<file path="config.mk">
export PLATFORM = sky130hd
export DESIGN_NAME = gray_codec
export DESIGN_NICKNAME = d
export VERILOG_FILES = /design/src/rtl/gray_codec.sv
export SDC_FILE = /design/constraint.sdc
export NUM_CORES = 1
export LEC_CHECK = 0
export BUFFER_PORTS_ARGS = -buffer_cell sky130_fd_sc_hd__clkbuf_2
export CORE_MARGIN = 2
export CORE_UTILIZATION = 50
export CTS_CLUSTER_SIZE = 30
export DETAILED_ROUTE_END_ITERATION = 8
export GPL_ROUTABILITY_DRIVEN = 0
export PLACE_DENSITY = 0.78
export SLEW_MARGIN = 10
export SYNTH_ARGS = -nofsm -noshare
export SYNTH_HDL_FRONTEND = slang
export SYNTH_SLANG_ARGS = --single-unit
</file>
<file path="constraint.sdc">
create_clock -name clk -period 2.2 [get_ports clk]
set_clock_uncertainty 0.1 [all_clocks]
set_input_delay 0.22 -clock clk [delete_from_list [all_inputs] [get_ports clk]]
set_output_delay 0.22 -clock clk [all_outputs]
set_load 0.02 [all_outputs]
</file>
<file path="src/rtl/gray_codec.sv">
// rtl/gray_codec.sv - binary<->Gray converter with a one-deep valid/ready output register
// Optional Gray-stream adjacency check enabled by defining GRAY_CODEC_STEP_CHECK_EN.
module gray_codec #(
  parameter int WIDTH = 8,
  parameter int CNT_W = 16
) (
  input  logic             clk,
  input  logic             rst,
  input  logic             in_valid,
  output logic             in_ready,
  input  logic             in_mode,
  input  logic [WIDTH-1:0] in_data,
  output logic             out_valid,
  input  logic             out_ready,
  output logic             out_mode,
  output logic [WIDTH-1:0] out_data,
`ifdef GRAY_CODEC_STEP_CHECK_EN
  output logic [CNT_W-1:0] xfer_cnt,
  output logic             step_err
`else
  output logic [CNT_W-1:0] xfer_cnt
`endif
);

  localparam logic [CNT_W-1:0] CNT_ONE = {{(CNT_W-1){1'b0}}, 1'b1};

  logic [WIDTH-1:0] r_data;
  logic             r_mode;
  logic             r_valid;
  logic [CNT_W-1:0] r_cnt;

  logic             w_in_xfer;
  logic             w_out_xfer;
  logic [WIDTH-1:0] w_b2g;
  logic [WIDTH-1:0] w_g2b;
  logic [WIDTH-1:0] w_conv;

  assign in_ready   = !r_valid || out_ready;
  assign w_in_xfer  = in_valid && in_ready;
  assign w_out_xfer = r_valid && out_ready;

  // Gray->binary is a running XOR from the MSB downwards.
  always_comb begin
    logic acc;
    w_b2g = in_data ^ (in_data >> 1);
    w_g2b = '0;
    acc   = 1'b0;
    for (int i = WIDTH - 1; i >= 0; i--) begin
      acc      = acc ^ in_data[i];
      w_g2b[i] = acc;
    end
    w_conv = in_mode ? w_g2b : w_b2g;
  end

  always_ff @(posedge clk) begin
    if (rst) begin
      r_data  <= '0;
      r_mode  <= 1'b0;
      r_valid <= 1'b0;
      r_cnt   <= '0;
    end else begin
      if (w_in_xfer) begin
        r_data  <= w_conv;
        r_mode  <= in_mode;
        r_valid <= 1'b1;
        r_cnt   <= r_cnt + CNT_ONE;
      end else if (w_out_xfer) begin
        r_valid <= 1'b0;
      end
    end
  end

  assign out_valid = r_valid;
  assign out_mode  = r_mode;
  assign out_data  = r_data;
  assign xfer_cnt  = r_cnt;

`ifdef GRAY_CODEC_STEP_CHECK_EN
  localparam logic [WIDTH-1:0] W_ONE = {{(WIDTH-1){1'b0}}, 1'b1};

  logic [WIDTH-1:0] r_last_gray;
  logic             r_have_last;
  logic             r_step_err;
  logic [WIDTH-1:0] w_gray;
  logic [WIDTH-1:0] w_diff;
  logic             w_multi;

  // Clearing the lowest set bit leaves a nonzero value only when 2+ bits differ.
  always_comb begin
    w_gray  = in_mode ? in_data : w_b2g;
    w_diff  = w_gray ^ r_last_gray;
    w_multi = (w_diff & (w_diff - W_ONE)) != '0;
  end

  always_ff @(posedge clk) begin
    if (rst) begin
      r_last_gray <= '0;
      r_have_last <= 1'b0;
      r_step_err  <= 1'b0;
    end else if (w_in_xfer) begin
      r_last_gray <= w_gray;
      r_have_last <= 1'b1;
      r_step_err  <= r_have_last && w_multi;
    end
  end

  assign step_err = r_step_err;
`endif

endmodule

</file>
==> summary.md <==
| Metric | Value |
|---|---|
| GR Util All Layers | `20.4%` |
| Starting density of the core | `53.1%` |
| Min-Delay Path Depth | `3` |
| Largest net degree at the start of global routing | `17` |
| Post-Route WL | `3100 µm` |
| CTS resizes | `0` |
| Total gr overflow | `0` |
| Synth warn | `0` |
| Remaining DRCs | `0` |
| Post-CTS setup buffers | `0` |
| R2r worst-path depth | `4` |
| Hold_buf cts | `0` |
| Post-synthesis sequential element count | `26` |
| Post-synth EDFFs | `0` |
| Sequential-to-total area share from yosys stat | `39.2%` |
| Part of the cycle the worst path needs | `85.9%` |
| Antenna viol nets, final | `0` |
| Leakage | `0.636 nW` |
| Hold Slack | `74.5 ps` |
| Tmin final | `1890 ps` |
| Setup violators final | `0` |
| Diode count | `0` |
| Max_cap viols | `0` |
| Core box area | `0.00250 mm²` |
| CP max FO | `12` |
| Initial antenna violation count | `0` |
| Ys flop type | `dfxtp_1` |
| RSZ-0062 raised after global routing | `false` |
| Vias in the first global route | `1202` |
| Clock Tree Root | `clkbuf_4` |
| Layout cell share with drive strength beyond 1 | `25.1%` |
| TritonRoute pass-1 iters | `4` |
| Via Count | `1315` |
| Placed Instances | `217` |
| H-tree depth | `1` |
| First-pass GRT wire length | `5110 µm` |
| PwrDens | `646 mW/mm²` |
| Post-Route Utilization | `63.4%` |
| NumNets Final | `206` |
| Syn_area_per_cell | `8.46 µm²` |
| Outcome | `completed` |
| Slew Limit Fails | `0` |
| Peak supply drop | `811 µV` |
| Syn Inst Count | `157` |
| Yosys cell types | `36` |
| CTS tree | `done` |
| Critical Path RT | `2370 ps` |
| Data arrival, critical path | `2060 ps` |
| # rows | `18` |
| CTS Buffer Depth | `2` |
| Crit. End Element | `flop` |
| Avg WL per Cell | `14.0 µm` |
| Crit path launch type | `flop` |
| Slew @ Worst Pin | `425 ps` |
| Synth-to-layout area growth | `19.3%` |
| Width of the die | `55.5 µm` |
| Iteration-0 DRC Markers | `26` |
| Fin Setup TNS | `0 ps` |
| Die area | `0.00308 mm²` |
| Min-Delay Path Class | `in -> reg` |
| Synthesized Nets | `171` |
| Layout Cells excl Fill | `221` |
| Clock sinks | `26` |
| DP HPWL | `2310 µm` |
| Slew headroom | `71.6%` |
| CP Class | `reg -> reg` |
| Via density | `5.95` |
| Mapped Area | `0.00133 mm²` |
| IO Port Bufs | `39` |
| Final Hold Viols | `0` |
| CTS Buf Count | `3` |
| FMAX | `529 MHz` |
| Clock latency on the worst-skew pair | `320 ps` |
| I/O Pins | `40` |
| Reg clk slew, reported paths | `140 ps` |
| Ys async rst share | `0%` |
| Die Span Y | `55.5 µm` |
| Pwr Total | `0.00102 W` |
[cell type report]
| class | count | area (µm²) |
|---|---|---|
| clock buffer | 3 | 22.5 |
| clock inverter | 1 | 30.0 |
| fill | 226 | 916 |
| inverter | 6 | 22.5 |
| multi-input combinational | 114 | 741 |
| sequential | 26 | 520 |
| tap | 30 | 37.5 |
| timing repair buffer | 41 | 210 |
[report_power, final]
part / switching, W / total [W] / internal (W)
sequential: 0.0000130 / 0.000505 / 0.000492
clock: 0.000145 / 0.000329 / 0.000184
combinational: 0.000113 / 0.000190 / 0.0000769
[path summary, 6_finish.rpt]
path / startpoint / endpoint / slack [ps]
hold reg to reg: out_data[5] / out_data[5] / 380
setup / recovery: out_valid / xfer_cnt[10] / 310
setup reg to reg: out_valid / xfer_cnt[10] / 310
hold / removal: in_data[7] / out_data[7] / 70
[flip-flops by register name (all words and copies together), names as in the netlist]
name and count:
out_mode 1, xfer_cnt 16, out_valid 1, out_data 8
[worst max-delay path: stages (launching register included)]
cell      delay, ps
dfxtp_1         340
nand2b_1        250
nand4_1         410
or4_1           590
a21oi_1         140
[cell usage after synthesis, types with 2 or more instances]
library cell  instances  area [µm²]
a21oi_1              18        90.1
and4_1                2        17.5
clkbuf_1              8        30.0
dfxtp_1              26         521
inv_1                 6        22.5
nand2_1              19        71.3
nand3_1               9        45.0
nand4_1               3        18.8
nor2_1                4        15.0
nor3_1                2        10.0
o21ai_0               8        40.0
o31ai_1               6        45.0
or3_1                 7        43.8
or4_1                 5        37.5
xnor2_1              10        87.6
xor2_1                4        35.0
[cells by family after synthesis]
| kind of cell | Yosys count | synth area share (%) |
|---|---|---|
| flops | 26 | 39.2 |
| compound gates | 39 | 18.6 |
| fa+ha+maj | 1 | 0.942 |
| xor+xnor | 16 | 12.8 |
| simple gates | 58 | 23.5 |
| buf+inv | 17 | 4.99 |
[cells in the final DEF (no fill, tap or decap), types with 2 or more instances in the layout]
master / count
a21oi_1: 18
and4_1: 2
buf_4: 2
clkbuf_2: 39
clkbuf_4: 3
dfxtp_1: 26
inv_1: 6
nand2_1: 19
nand3_1: 9
nand4_1: 3
nor2_1: 4
nor3_1: 2
o21ai_0: 8
o31ai_1: 6
or3_1: 7
or4_1: 5
xnor2_1: 10
xor2_1: 4
[metal layers]
metal  global-route usage (%)  wire length [µm]  share of wire (%)  vias to the layer above
li1                         -                 -                  -                      639
met2                     34.0              1500                 48                       40
met5                        0                 0                  0                        -
met4                     8.01                58                1.9                        0
met3                     6.09               185                6.0                        8
met1                     24.5              1360                 44                      628
[per-stage QoR]
step	setup WS, ps	area, µm²
final	310	1580
after global routing	115	1580
after CTS	326	1580
after detailed placement	322	1530
after global placement	432	1530
after floorplan	444	1330
No activity file was read; power rests on OpenSTA's default activity.
